[src/rtl/byte_serial_pkg.sv]
// Shared types and constants for the byte serial transmitter.
// Frame length depends on BYTE_SERIAL_TX_PARITY_EN (defined: 8E1, undefined: 8N1).
package byte_serial_pkg;

    localparam int DATA_BITS = 8;

`ifdef BYTE_SERIAL_TX_PARITY_EN
    localparam int FRAME_BITS = DATA_BITS + 3;
`else
    localparam int FRAME_BITS = DATA_BITS + 2;
`endif

    typedef enum logic [2:0] {
        IDLE   = 3'd0,
        START  = 3'd1,
        DATA   = 3'd2,
        PARITY = 3'd3,
        STOP   = 3'd4
    } tx_state_t;

    function automatic logic even_parity(input logic [DATA_BITS-1:0] b);
        return ^b;
    endfunction

endpackage

[src/rtl/byte_serial_tx_baud_tick.sv]
// Bit-period timer: counts 0..CLK_DIV-1, wraps, and flags the terminal count.
module baud_tick #(
    parameter int CLK_DIV = 868
) (
    input  logic clk,
    input  logic rst_n,
    input  logic clr,
    output logic tick
);

    localparam int TW = (CLK_DIV > 2) ? $clog2(CLK_DIV) : 1;
    localparam logic [TW-1:0] TERM = TW'(CLK_DIV - 1);
    localparam logic [TW-1:0] ONE  = TW'(1);

    logic [TW-1:0] timer_r;

    // Free-running bit timer, restarted from zero when a frame is accepted
    always_ff @(posedge clk or negedge rst_n) begin
        if (!rst_n) begin
            timer_r <= {TW{1'b0}};
        end else if (clr) begin
            timer_r <= {TW{1'b0}};
        end else if (timer_r == TERM) begin
            timer_r <= {TW{1'b0}};
        end else begin
            timer_r <= timer_r + ONE;
        end
    end

    assign tick = (timer_r == TERM);

endmodule

[src/rtl/byte_serial_tx.sv]
// Asynchronous serial transmitter: start bit, 8 data bits LSB-first, optional
// even parity (BYTE_SERIAL_TX_PARITY_EN), stop bit. All outputs are registered.
module byte_serial_tx
    import byte_serial_pkg::*;
#(
    parameter int CLK_DIV = 868
) (
    input  logic       clk,
    input  logic       rst_n,
    input  logic       start,
    input  logic [7:0] data,
    output logic       tx,
    output logic       busy,
    output logic       done
);

    localparam int IW = $clog2(DATA_BITS);
    localparam logic [IW-1:0] LAST_IDX = IW'(DATA_BITS - 1);
    localparam logic [IW-1:0] IDX_ONE  = IW'(1);

    tx_state_t            state_r;
    logic [DATA_BITS-1:0] shift_r;
    logic [IW-1:0]        index_r;
    logic                 tx_r;
    logic                 busy_r;
    logic                 done_r;
    logic                 tick_s;
    logic                 accept_s;
`ifdef BYTE_SERIAL_TX_PARITY_EN
    logic                 parity_r;
`endif

    assign accept_s = (state_r == IDLE) && start;

    baud_tick #(
        .CLK_DIV (CLK_DIV)
    ) u_baud_tick (
        .clk   (clk),
        .rst_n (rst_n),
        .clr   (accept_s),
        .tick  (tick_s)
    );

    // Frame sequencer; tx holds the value for the coming cycle so it never sees inputs combinationally
    always_ff @(posedge clk or negedge rst_n) begin
        if (!rst_n) begin
            state_r  <= IDLE;
            shift_r  <= {DATA_BITS{1'b0}};
            index_r  <= {IW{1'b0}};
            tx_r     <= 1'b1;
            busy_r   <= 1'b0;
            done_r   <= 1'b0;
`ifdef BYTE_SERIAL_TX_PARITY_EN
            parity_r <= 1'b0;
`endif
        end else begin
            done_r <= 1'b0;
            case (state_r)
                IDLE: begin
                    if (start) begin
                        shift_r  <= data;
                        index_r  <= {IW{1'b0}};
                        state_r  <= START;
                        tx_r     <= 1'b0;
                        busy_r   <= 1'b1;
`ifdef BYTE_SERIAL_TX_PARITY_EN
                        parity_r <= even_parity(data);
`endif
                    end
                end
                START: begin
                    if (tick_s) begin
                        state_r <= DATA;
                        tx_r    <= shift_r[0];
                    end
                end
                DATA: begin
                    if (tick_s) begin
                        if (index_r == LAST_IDX) begin
`ifdef BYTE_SERIAL_TX_PARITY_EN
                            state_r <= PARITY;
                            tx_r    <= parity_r;
`else
                            state_r <= STOP;
                            tx_r    <= 1'b1;
`endif
                        end else begin
                            index_r <= index_r + IDX_ONE;
                            shift_r <= {1'b0, shift_r[DATA_BITS-1:1]};
                            tx_r    <= shift_r[1];
                        end
                    end
                end
`ifdef BYTE_SERIAL_TX_PARITY_EN
                PARITY: begin
                    if (tick_s) begin
                        state_r <= STOP;
                        tx_r    <= 1'b1;
                    end
                end
`endif
                STOP: begin
                    if (tick_s) begin
                        state_r <= IDLE;
                        tx_r    <= 1'b1;
                        busy_r  <= 1'b0;
                        done_r  <= 1'b1;
                    end
                end
                default: begin
                    state_r <= IDLE;
                    tx_r    <= 1'b1;
                    busy_r  <= 1'b0;
                end
            endcase
        end
    end

    assign tx   = tx_r;
    assign busy = busy_r;
    assign done = done_r;

endmodule

[config.mk]
export PLATFORM = sky130hd
export DESIGN_NAME = byte_serial_tx
export DESIGN_NICKNAME = d
export VERILOG_FILES = /design/src/rtl/byte_serial_pkg.sv /design/src/rtl/byte_serial_tx_baud_tick.sv /design/src/rtl/byte_serial_tx.sv
export SDC_FILE = /design/constraint.sdc
export NUM_CORES = 1
export LEC_CHECK = 0
export CAP_MARGIN = 25
export CORE_ASPECT_RATIO = 0.8
export CORE_UTILIZATION = 40
export CTS_CLUSTER_SIZE = 20
export DETAILED_ROUTE_END_ITERATION = 10
export GPL_ROUTABILITY_DRIVEN = 0
export PLACE_DENSITY_LB_ADDON = 0.3
export SLEW_MARGIN = 20
export SYNTH_ARGS = -nofsm -noshare
export SYNTH_HDL_FRONTEND = slang
export SYNTH_SLANG_ARGS = --single-unit
[constraint.sdc]
create_clock -name clk -period 2.7 [get_ports clk]
set_clock_uncertainty 0.05 [all_clocks]
set_input_delay 0.54 -clock clk [delete_from_list [all_inputs] [get_ports clk]]
set_output_delay 0.54 -clock clk [all_outputs]
set_load 0.01 [all_outputs]
==> results.toml, run 1 <==
[power]
p_sw_frac = 0.3074
comb_power_share = 0.264
pwr-share-clk = 0.192
p_total_mw = 1.212
p_per_area_nw_per_um2 = 738.3
power_switching_mw = 0.3725
leakage_nw = 0.7174
p_int_mw = 0.8395
ir_worst_vdd_mv = 0.2602
seqPwrFrac = 0.545

[sta]
fmax_mhz = 480.1
timing.final.hold_violations = 0
max_slew_margin = 0.5963
slew_violations = 0
worst_slack_ps = 617.0
tightest_slew_ps = 604.9
period_share = 0.7715
setup_viol = 0
fin_crit_ps = 2083
rsz0062_at_grt = "false"
fin_hold_ws_ps = 443.8
setup-tns-final_ps = 0

[synthesis]
ys_ff_latch = 27
synth_area_leader_cell = "dfrtp_1"
avgSynthCellArea_um2 = 11.68
syn_area_um2 = 1460
synthDistinctLibCells = 38
synth_warnings = 0
syn_inst = 125
yosysSeqAreaShare = 0.4636
synth_area_leaders = "dfrtp_1 45%, mux2_4 7.2%, mux2_2 6.2%"
synth_edf_count = 0
async_flop_share = 1.000
syn-num-nets = 139
yosysTopAreaCellShare = 0.4456
synthFlopType = "dfrtp_1"

[finish]
regArea_um2 = 676.9
mostFrequentLayoutCells = "26 x dfrtp_1, 15 x nor2_1, 13 x clkdlybuf4s50_1, 8 x mux2_2, 7 x mux2_4"
final_common_cell = "dfrtp_1"
stdcell_count = 179
multi_input_area_um2 = 705.7
syn_to_final_growth_pct = 12.42
post_route_cells_drive_above_1_share = 0.2117
antenna_cells = 0
final_net_count = 152
nFillCells = 316

[drt]
highest_layer = "met4"
wl_met2_um = 1051
first_pass_iters = 4
drtIter0Drc = 51
drt_drc_violations_left = 0
dr_total_vias = 930
wl_met1_um = 1270
route.met3.wl_um = 38
wl_per_cell_um = 13.45
totalWireLength_um = 2408
ant_nets = 0
routed_via_density = 5.196

[floorplan]
die_x_um = 69.55
start_util = 0.4207
die_y_um = 56.04
io_pins = 14
coreArea_um2 = 3471
num_rows = 19
dieArea_um2 = 3898

[clock_tree]
clk_path_buf_depth = 2
numClockSinks = 27
clkLatencyLatePin_ps = 280
cts_buffers = 3
htree_levels = 1
clockRootBuffer = "clkbuf_8"
path_clk_slew_ps = 100
hold_buffers = 0
cts_tree = "built"
ctsResizeCount = 0
cts_setup_buffers = 0

[setup_path]
crit_fanout = 11
critPathKind = "reg -> reg"
cp.required_ps = 2820
crit_arrival_ps = 2210
rr_worst_depth = 5
worst_setup_path_end_kind = "register"
crit_path_start_kind = "register"

[place]
place_inst = 175
dpl.hpwl_um = 1763
io_buffer_count = 13
place_ws_ps = 533.4

[global_routing]
grt_pass1_wl_um = 4209
antenna_found_initial = 0
grt_max_degree = 16
grt_use_total = 0.1389
grt_pass1_vias = 907
overflow = 0

[outcome]
status = "completed"

[min_path]
hold_path_class = "reg -> reg"
min_path_cells = 1

[run]
cap_viol_max_count = 0
-- cell type report --
class                   instances  share of cell area
well taps                      42             0.03201
inverters                       6             0.01372
clock buffers                   3             0.02515
clock inverters                 1            0.003049
repair buffers                 14             0.08384
multi-input cells              86              0.4299
flip-flops and latches         27              0.4123
-- kinds of logic after synthesis --
family          synth area share
simple gates              0.1842
flops                     0.4636
fa+ha+maj                0.02571
xor+xnor                 0.04199
buf+inv                  0.05312
mux                       0.1551
compound gates           0.07627
-- stage by stage --
step	cell area, um2	utilization
5_1_grt	1642	0.4730
6_report	1642	0.4730
4_1_cts	1642	0.4730
3_5_place_dp	1595	0.4596
3_3_place_gp	1595	0.4596
2_1_floorplan	1460	-
-- synth_stat cells (2+ instances only) --
| master | count |
|---|---|
| ha_1 | 3 |
| nand4_1 | 2 |
| inv_1 | 6 |
| dfrtp_1 | 26 |
| nand2_1 | 6 |
| a21oi_1 | 3 |
| mux2i_1 | 2 |
| mux2_2 | 8 |
| o22ai_1 | 2 |
| nand3b_1 | 4 |
| nor3_1 | 4 |
| mux2_4 | 7 |
| nor2_1 | 15 |
| nand3_1 | 4 |
| buf_6 | 4 |
| xnor2_1 | 5 |
| buf_2 | 2 |
| xor2_1 | 2 |
-- critical path, cell delays in order (launching register included) --
cell and delay, ps:
dfrtp_1 420, ha_1 260, and4b_1 200, and3b_4 210
a31oi_4 450, mux2_2 390
-- sequential cells by signal, summed over array words and instances (netlist names) --
| register | count |
|---|---|
| shift_r | 8 |
| done | 1 |
| u_baud_tick.timer_r | 10 |
| tx | 1 |
| state_r | 3 |
| index_r | 3 |
| busy | 1 |
-- power by group through the flow --
stage               logic [mW]  clock network (mW)  registers (mW)
detailed placement       0.326                   0           0.664
floorplan                0.257                   0           0.638
global placement         0.316                   0           0.659
CTS                      0.327               0.237           0.660
finish                   0.320               0.232           0.660
global route             0.364               0.252           0.682
-- path summary, 6_finish.rpt --
check | endpoint | slack, ps | from
worst max-delay path | shift_r[4] | 620 | u_baud_tick.timer_r[0]
worst min-delay path | shift_r[7] | 440 | shift_r[7]
worst max register to register | shift_r[4] | 620 | u_baud_tick.timer_r[0]
worst min register to register | shift_r[7] | 440 | shift_r[7]
max in group asynchronous | u_baud_tick.timer_r[6] | 1390 | rst_n
min in group asynchronous | state_r[0] | 570 | rst_n
-- metal layers --
layer / GRT usage / vias to the layer above
met5: 0 / -
li1: - / 462
met2: 0.2150 / 12
met4: 0.06997 / 0
met3: 0.01630 / 5
met1: 0.1930 / 451
No activity file was read; power rests on OpenSTA's default activity.
==> inputs of run 2 (changes only) <==
- clock period: 2.7 -> 1.69 ns (I/O delays scaled with it)
==> run 2 against run 1 <==
Against the previous run:
- the flow now finishes with violations (setup timing)
- non-clock buffer count rose by 30
- global-route usage rose by 2.5 points
- utilization rose by 8.4 points
- wire length rose by 17%
- critical path depth rose by 1
- largest cell class unchanged
- highest routed layer unchanged
==> results.toml, run 2 (synthesized netlist as in run 1, its figures left out) <==
[clock_tree]
clkLatencyLatePin_ps = 270
htree_levels = 1
clockRootBuffer = "clkbuf_8"
cts_buffers = 3
path_clk_slew_ps = 100
numClockSinks = 27
clk_path_buf_depth = 2
cts_tree = "built"

[setup_path]
crit_path_start_kind = "register"
cp.buffers_inverters = 1
worst_setup_path_end_kind = "register"
critPathKind = "reg -> reg"
crit_family = "flip-flops"
rr_worst_depth = 6
path_cells = "ha_2 > and4b_1 > and3b_4 > a31oi_4 > buf_12 > mux2_4"
path_depth = 6
slowest_delay_ps = 390
cp.required_ps = 1800
crit_arrival_ps = 1880
crit_fanout = 10
cpMaxStageDelayCell = "dfrtp_1"

[sta]
tightest_slew_ps = 348.1
fin_hold_ws_ps = 387.6
rsz0062_at_grt = "true"
timing.final.hold_violations = 0
period_share = 1.049
setup_viol = 11
worst_slack_ps = -82.09
slew_violations = 0
fin_crit_ps = 1772
max_slew_margin = 0.7679
fmax_mhz = 564.3

[finish]
syn_to_final_growth_pct = 32.39
final_common_cell = "buf_4"
regMostFlops = "u_baud_tick.timer_r"
post_route_cells_drive_above_1_share = 0.4072
antenna_cells = 0
post-route-util = 0.5570
final_net_count = 182
reg_top3 = "u_baud_tick.timer_r: 10 flops, shift_r: 8 flops"
largest_reg_flops = 10
mostFrequentLayoutCells = "26 x buf_4, 25 x dfrtp_1, 12 x clkdlybuf4s50_1, 9 x nor2_1, 9 x mux2_4"

[place]
dpl.hpwl_um = 2027
io_buffer_count = 13
place_ws_ps = -253.8

[power]
pwr-share-clk = 0.172
power_switching_mw = 0.6594
p_per_area_nw_per_um2 = 1127
p_int_mw = 1.519
ir_worst_vdd_mv = 0.5666
leakage_nw = 0.8846
seqPwrFrac = 0.456
comb_power_share = 0.373
p_total_mw = 2.179
p_sw_frac = 0.3026

[drt]
routed_via_density = 4.962
dr_total_vias = 1037
wl_per_cell_um = 13.44
drt_drc_violations_left = 0
drtIter0Drc = 48
totalWireLength_um = 2810
first_pass_iters = 4
ant_nets = 0

[min_path]
hold_path_class = "in -> async"

[floorplan]
die_y_um = 56.04
num_rows = 19
coreArea_um2 = 3471
io_pins = 14
dieArea_um2 = 3898
die_x_um = 69.55
start_util = 0.4207

[global_routing]
antenna_found_initial = 0
grt_pass1_wl_um = 4919
grt_pass1_vias = 1087
grt_max_degree = 28
grt_use_total = 0.1644
overflow = 0

[run]
cap_viol_max_count = 0

[outcome]
status = "finished with violations"
violations = "setup timing"
[run 2: cell types whose count changed in the layout (fill, tap and decap cells not counted), moves of 3 or more]
cell / change
buf_4: +25
nor2_1: -6
nor2_2: +6
buf_6: +3
[run 2: layer usage]
layer / routed length (um) / vias to the layer above / global-route usage / share of wire
met2: 1463 / 15 / 0.2968 / 0.52
met1: 1232 / 499 / 0.1916 / 0.44
met4: 23 / 0 / 0.04373 / 0.0082
met5: 0 / - / 0 / 0
met3: 90 / 2 / 0.04529 / 0.032
li1: - / 521 / - / -
[run 2: final cells by class]
cell class | instances | area, um2
fillers | 301 | 1538
repair buffers | 44 | 397.9
well taps | 42 | 52.55
clock buffers | 3 | 41.29
multi-input cells | 86 | 733.2
clock inverters | 1 | 7.507
flip-flops and latches | 27 | 678.2
inverters | 6 | 22.52
[run 2: power by group through the flow]
| stage | clock network, mW | registers [mW] | logic [mW] |
|---|---|---|---|
| after floorplan | 0 | 1.02 | 0.414 |
| after global placement | 0 | 0.993 | 0.709 |
| after detailed placement | 0 | 1.01 | 0.739 |
| after CTS | 0.390 | 0.997 | 0.782 |
| after global routing | 0.413 | 1.02 | 0.905 |
| final | 0.374 | 0.993 | 0.812 |
[run 2: path summary, 6_finish.rpt]
kind                                        startpoint          to  slack (ps)
worst max register to register  u_baud_tick.timer_r[1]  shift_r[2]         -80
max in group asynchronous                        rst_n          tx         900
worst min register to register              shift_r[7]  shift_r[7]         440
min in group clk                            shift_r[7]  shift_r[7]         440
worst min-delay path                             rst_n  state_r[1]         390
worst max-delay path            u_baud_tick.timer_r[1]  shift_r[2]         -80
[run 2: timing repair]
action | CTS | global route
pin swaps | 4 | 2
endpoints found under the hold margin | 0 | 0
resized for setup | 9 | 5
buffers inserted | 5 | 1
hold buffers | 0 | 0
endpoints found under the setup margin | 21 | 21
[run 2: metrics by stage]
step | setup TNS [ps] | cells | instance area (um2)
final | -587.5 | 209 | 1933
after global routing | -1574 | 209 | 1933
after CTS | -526.1 | 208 | 1912
after detailed placement | -3385 | 199 | 1790
after global placement | -2742 | 199 | 1790
after floorplan | -390.8 | 125 | 1463
[run 2: worst reg2reg max path, cell delays in order (launching register included)]
cell and delay [ps]:
dfrtp_1 390, ha_2 190, and4b_1 190, and3b_4 190
a31oi_4 180, buf_12 160, mux2_4 310
